`src/rtl/control_sequencer.sv`:
```
// Hardwired Moore control unit for the mini CPU: steps T0..T6 per instruction
// and drives every datapath strobe from the present state and the IR opcode.
module control_sequencer #(
  parameter int OP_W = 5
) (
  input  logic            Clock,
  input  logic            clear,
  input  logic            Stop,
  input  logic [31:0]     IR,
  input  logic            CON,
  output logic            PCout,
  output logic            Zhighout,
  output logic            Zlowout,
  output logic            MDRout,
  output logic            Cout,
  output logic            BAOut,
  output logic            Rout,
  output logic            MARin,
  output logic            PCin,
  output logic            MDRin,
  output logic            IRin,
  output logic            Yin,
  output logic            ZHighin,
  output logic            Zlowin,
  output logic            Rin,
  output logic            CONin,
  output logic            IncPC,
  output logic            Read,
  output logic            Write,
  output logic            Gra,
  output logic            Grb,
  output logic            Grc,
  output logic [OP_W-1:0] op,
  output logic            Run
);

  typedef enum logic [3:0] {
    RESET, T0, T1, T2, T3, T4, T5, T6, HALT
  } state_t;

  localparam logic [OP_W-1:0] OP_ADD  = OP_W'(5'b00011);
  localparam logic [OP_W-1:0] OP_SUB  = OP_W'(5'b00100);
  localparam logic [OP_W-1:0] OP_AND  = OP_W'(5'b00101);
  localparam logic [OP_W-1:0] OP_OR   = OP_W'(5'b00110);
  localparam logic [OP_W-1:0] OP_ADDI = OP_W'(5'b01100);
  localparam logic [OP_W-1:0] OP_BR   = OP_W'(5'b10010);
  localparam logic [OP_W-1:0] OP_HALT = OP_W'(5'b11011);

  state_t          state, state_nx, end_nx;
  logic [OP_W-1:0] opcode;
  logic            is_alu, is_addi, is_br, is_halt;

  // IR is the datapath's own register, so decoding it directly from T3 on
  // still yields Moore outputs.
  assign opcode  = IR[31 -: OP_W];
  assign is_alu  = (opcode == OP_ADD) || (opcode == OP_SUB) ||
                   (opcode == OP_AND) || (opcode == OP_OR);
  assign is_addi = (opcode == OP_ADDI);
  assign is_br   = (opcode == OP_BR);
  assign is_halt = (opcode == OP_HALT);

  // Stop only matters at an instruction boundary.
  assign end_nx = Stop ? HALT : T0;

  // NOTE: sequential state uses non-blocking assignment so every flop samples
  // pre-edge values; clear is synchronous and dominates every state.
  always_ff @(posedge Clock) begin
    if (clear) state <= RESET;
    else       state <= state_nx;
  end

  // NOTE: every signal written below gets a default first, so no path leaves
  // it unassigned and no latch is inferred.
  always_comb begin
    state_nx = state;
    unique case (state)
      RESET: state_nx = T0;
      T0:    state_nx = T1;
      T1:    state_nx = T2;
      T2:    state_nx = T3;
      T3: begin
        if (is_alu || is_addi || is_br) state_nx = T4;
        else if (is_halt)               state_nx = HALT;
        else                            state_nx = end_nx;
      end
      T4:    state_nx = T5;
      T5:    state_nx = is_br ? T6 : end_nx;
      T6:    state_nx = end_nx;
      HALT:  state_nx = HALT;
      default: state_nx = RESET;
    endcase
  end

  always_comb begin
    PCout = 1'b0; Zhighout = 1'b0; Zlowout = 1'b0; MDRout = 1'b0;
    Cout  = 1'b0; BAOut    = 1'b0; Rout    = 1'b0;
    MARin = 1'b0; PCin     = 1'b0; MDRin   = 1'b0; IRin  = 1'b0;
    Yin   = 1'b0; ZHighin  = 1'b0; Zlowin  = 1'b0; Rin   = 1'b0;
    CONin = 1'b0;
    IncPC = 1'b0; Read     = 1'b0; Write   = 1'b0;
    Gra   = 1'b0; Grb      = 1'b0; Grc     = 1'b0;
    op    = '0;
    Run   = 1'b1;
    unique case (state)
      RESET: ;
      T0: begin
        PCout = 1'b1; MARin = 1'b1; IncPC = 1'b1; ZHighin = 1'b1; Zlowin = 1'b1;
      end
      T1: begin
        Zlowout = 1'b1; PCin = 1'b1; Read = 1'b1; MDRin = 1'b1;
      end
      T2: begin
        MDRout = 1'b1; IRin = 1'b1;
      end
      T3: begin
        if (is_alu) begin
          Grb = 1'b1; Rout = 1'b1; Yin = 1'b1;
        end else if (is_addi) begin
          Grb = 1'b1; BAOut = 1'b1; Yin = 1'b1;
        end else if (is_br) begin
          Gra = 1'b1; Rout = 1'b1; CONin = 1'b1;
        end
      end
      T4: begin
        if (is_alu) begin
          Grc = 1'b1; Rout = 1'b1; ZHighin = 1'b1; Zlowin = 1'b1; op = opcode;
        end else if (is_addi) begin
          Cout = 1'b1; ZHighin = 1'b1; Zlowin = 1'b1; op = OP_ADD;
        end else if (is_br) begin
          PCout = 1'b1; Yin = 1'b1;
        end
      end
      T5: begin
        if (is_br) begin
          Cout = 1'b1; ZHighin = 1'b1; Zlowin = 1'b1; op = OP_ADD;
        end else begin
          Zlowout = 1'b1; Gra = 1'b1; Rin = 1'b1;
        end
      end
      T6: begin
        Zlowout = 1'b1;
        PCin    = CON;
      end
      HALT: Run = 1'b0;
      default: ;
    endcase
  end

endmodule
```
`config.mk`:
```
export PLATFORM = sky130hd
export DESIGN_NAME = control_sequencer
export DESIGN_NICKNAME = d
export VERILOG_FILES = /design/src/rtl/control_sequencer.sv
export SDC_FILE = /design/constraint.sdc
export NUM_CORES = 1
export LEC_CHECK = 0
export BUFFER_PORTS_ARGS = -buffer_cell sky130_fd_sc_hd__clkbuf_2
export CORE_MARGIN = 8
export CORE_UTILIZATION = 35
export DETAILED_ROUTE_END_ITERATION = 10
export PLACE_DENSITY_LB_ADDON = 0.2
export SETUP_SLACK_MARGIN = 0.15
export SYNTH_ARGS = -nofsm -noshare
export SYNTH_HDL_FRONTEND = slang
export SYNTH_SLANG_ARGS = --single-unit
```
`constraint.sdc`:
```
create_clock -name Clock -period 1.72 [get_ports Clock]
set_input_delay 0.086 -clock Clock [delete_from_list [all_inputs] [get_ports Clock]]
set_output_delay 0.086 -clock Clock [all_outputs]
set_load 0.01 [all_outputs]
```
==> impl_metrics.toml <==
[global_routing]
grt_pass1_vias = 790
grt-ovfl-total = 0
grt_antenna_before_repair = 0
grt_pass1_wl_um = 3510
grt_max_degree = 13
grt.total_usage = 0.125

[clock_tree]
worstSkewPairLatency_ns = 0.24
path_clk_slew_ns = 0.04
holdBufCountCts = 0
cts_tree = "done"
htreeDepth = 1
ctsLongestPathBuffers = 2
cts_root_buffer = "clkbuf_4"
cts_sinks = 4
cts_buffers = 3

[timing]
final-hold-violation-count = 0
setup_viol = 0
min_period_ns = 1.59
slew_violations = 0
post-route-period-util = 0.923
skew_ns = 0.00666
setup_tns_ns = 0
clock.fmax_mhz = 630
rsz0062_at_grt = "true"

[setup_path]
cp_max_fo = 8
reg2reg_to = "state[0]"
start_kind = "flop"
r2r-start = "state[3]"
critPathKind = "reg -> out"
cp.required_ns = 1.63
reg2reg_depth = 4
max_stage_delay_ns = 0.37
crit_end = "op[1]"
critPathSlowestCell = "or3_4"
r2r_setup_slack_ns = 0.14
path_depth = 5
path_cells = "buf_6 > nand2b_4 > or3_4 > o21ai_1 > clkbuf_2"
critPathTopFamily = "simple AND/OR/NAND/NOR gates"
cp-startpoint = "state[0]"
critPathBufInv = 2
arrival_ns = 1.50
crit_path_end_kind = "output pin"

[yosys]
synth_area_per_cell_um2 = 6.43
synthMuxAreaShare = 0
ys_types = 36
synth_edf_count = 0
synth_area_um2 = 631
ys_seq_area_frac = 0.127
synthTopCellsByArea = "dfxtp_1, buf_4, nand2b_1"
synth_top_family_by_area = "simple AND/OR/NAND/NOR gates"
synth_ff_type = "dfxtp_1"
synth_xor_area_frac = 0
netlist.area_leader.share = 0.127
synth_cells = 98
yosysTopAreaCell = "dfxtp_1"
synthAdderAreaFrac = 0.0159
async_reset_ff_frac = 0
ys_ff_latch = 4
synthSimpleGateAreaFrac = 0.444
synthTopCellsByCount = "nand2_1, nor2_1, buf_4"
yosysWarnings = 0
synth_compound_area_frac = 0.244

[die]
initial_utilization = 0.369
dieArea_um2 = 3420
io_pins = 64
num_rows = 15
die_h_um = 58.4
fp.dieW_um = 58.4
core_um2 = 1710

[pwr]
peakVddDrop_v = 0.000270
cellPowerDensity_nw_per_um2 = 644
power.leakage_nw = 0.489

[route]
drtIter0Drc = 13
wl_um = 2220
drt_first_pass_iters = 4
ant_nets = 0
drcViolationCount = 0
post_drt_wl_per_cell_um = 13.5
routed_via_density = 5.04
vias = 827

[run]
drv_cap = 0

[final_layout]
layout-area-overhead-vs-synth_pct = 58.5
diodes = 0
final_area_um2 = 1000
regMostFlops = "state"
largest_reg_flops = 4
nets = 177
drive_above_1_share = 0.532
top_regs = "state (4)"

[place]
hpwl_um = 1600
place_area_um2 = 798
gp_congestion = 0.785
port_buffers = 32

[hold_path]
holdCritPathClass = "in -> reg"

[status]
status = "completed"
## kinds of logic after synthesis
group           count (synthesis)
simple gates                   49
compound gates                 24
buf+inv                        19
flops                           4
fa+ha+maj                       1
other cells                     1
## report_power, final
group          internal, mW  switching (mW)  leakage (nW)
Sequential            0.110          0.0170        0.0345
Clock                0.0781          0.0395        0.0138
Combinational         0.201           0.198         0.441
Total                 0.389           0.255         0.489
## per-stage QoR
| step | setup WS [ns] | total power [mW] | utilization | cells | hold WS [ns] |
|---|---|---|---|---|---|
| after floorplan | 0.246 | 0.320 | - | 101 | 0.311 |
| after global placement | 0.167 | 0.396 | 0.467 | 151 | 0.450 |
| after detailed placement | 0.154 | 0.399 | 0.467 | 151 | 0.454 |
| after CTS | 0.125 | 0.563 | 0.517 | 156 | 0.205 |
| after global routing | 0.0788 | 0.696 | 0.585 | 164 | 0.232 |
| final | 0.133 | 0.644 | 0.585 | 164 | 0.207 |
## worst min path at each step
stage          slack, ns  cells past startpoint       end    from
2_1_floorplan       0.31                      2     op[2]  IR[29]
3_3_place_gp        0.45                      3  state[2]   clear
3_5_place_dp        0.45                      3  state[2]   clear
4_1_cts             0.20                      3  state[0]   clear
5_1_grt             0.23                      3  state[0]   clear
6_report            0.21                      3  state[0]   clear
## area by class of cell
type,count,area [um2]
Fill cell,161,708
Timing Repair Buffer,48,304
Inverter,6,22.5
Multi-Input combinational cell,78,531
Tap cell,25,31.3
Clock buffer,3,22.5
Sequential cell,4,88.8
## routing by layer
layer,global-route usage,wire (um),share of wire
met1,0.136,896,0.40
met2,0.236,1220,0.55
met3,0.0239,96,0.043
met4,0.0315,6,0.0027
met5,0,0,0
## repair_timing
item	in CTS	in global routing
pin swaps	1	2
setup buffers	2	8
resized for setup	11	21
setup endpoints to repair	12	10
## tightest hold or removal path, delay by kind of cell
| kind | cells | cell delay, ns |
|---|---|---|
| compound gates | 2 | 0.24 |
| buf+inv | 1 | 0.07 |
## layout by cell type (no fill, tap or decap), drive strengths merged
| master | count |
|---|---|
| nand2 | 9 |
| nor2b | 1 |
| o2bb2ai | 1 |
| or2 | 1 |
| nor3 | 7 |
| maj3 | 1 |
| nand4bb | 1 |
| nor2 | 9 |
| and3b | 1 |
| inv | 6 |
| or3 | 5 |
| dfxtp | 4 |
| and3 | 1 |
| o31ai | 2 |
| buf | 23 |
| nand4b | 1 |
| o22ai | 1 |
| o21bai | 1 |
| nand2b | 8 |
| a311o | 1 |
| a21boi | 1 |
| o21ai | 7 |
| a31oi | 3 |
| conb | 4 |
| a21oi | 6 |
| nand3b | 1 |
| clkbuf | 28 |
| nand3 | 2 |
| o221a | 1 |
| or4 | 2 |
(Power assumes the default switching activity.)
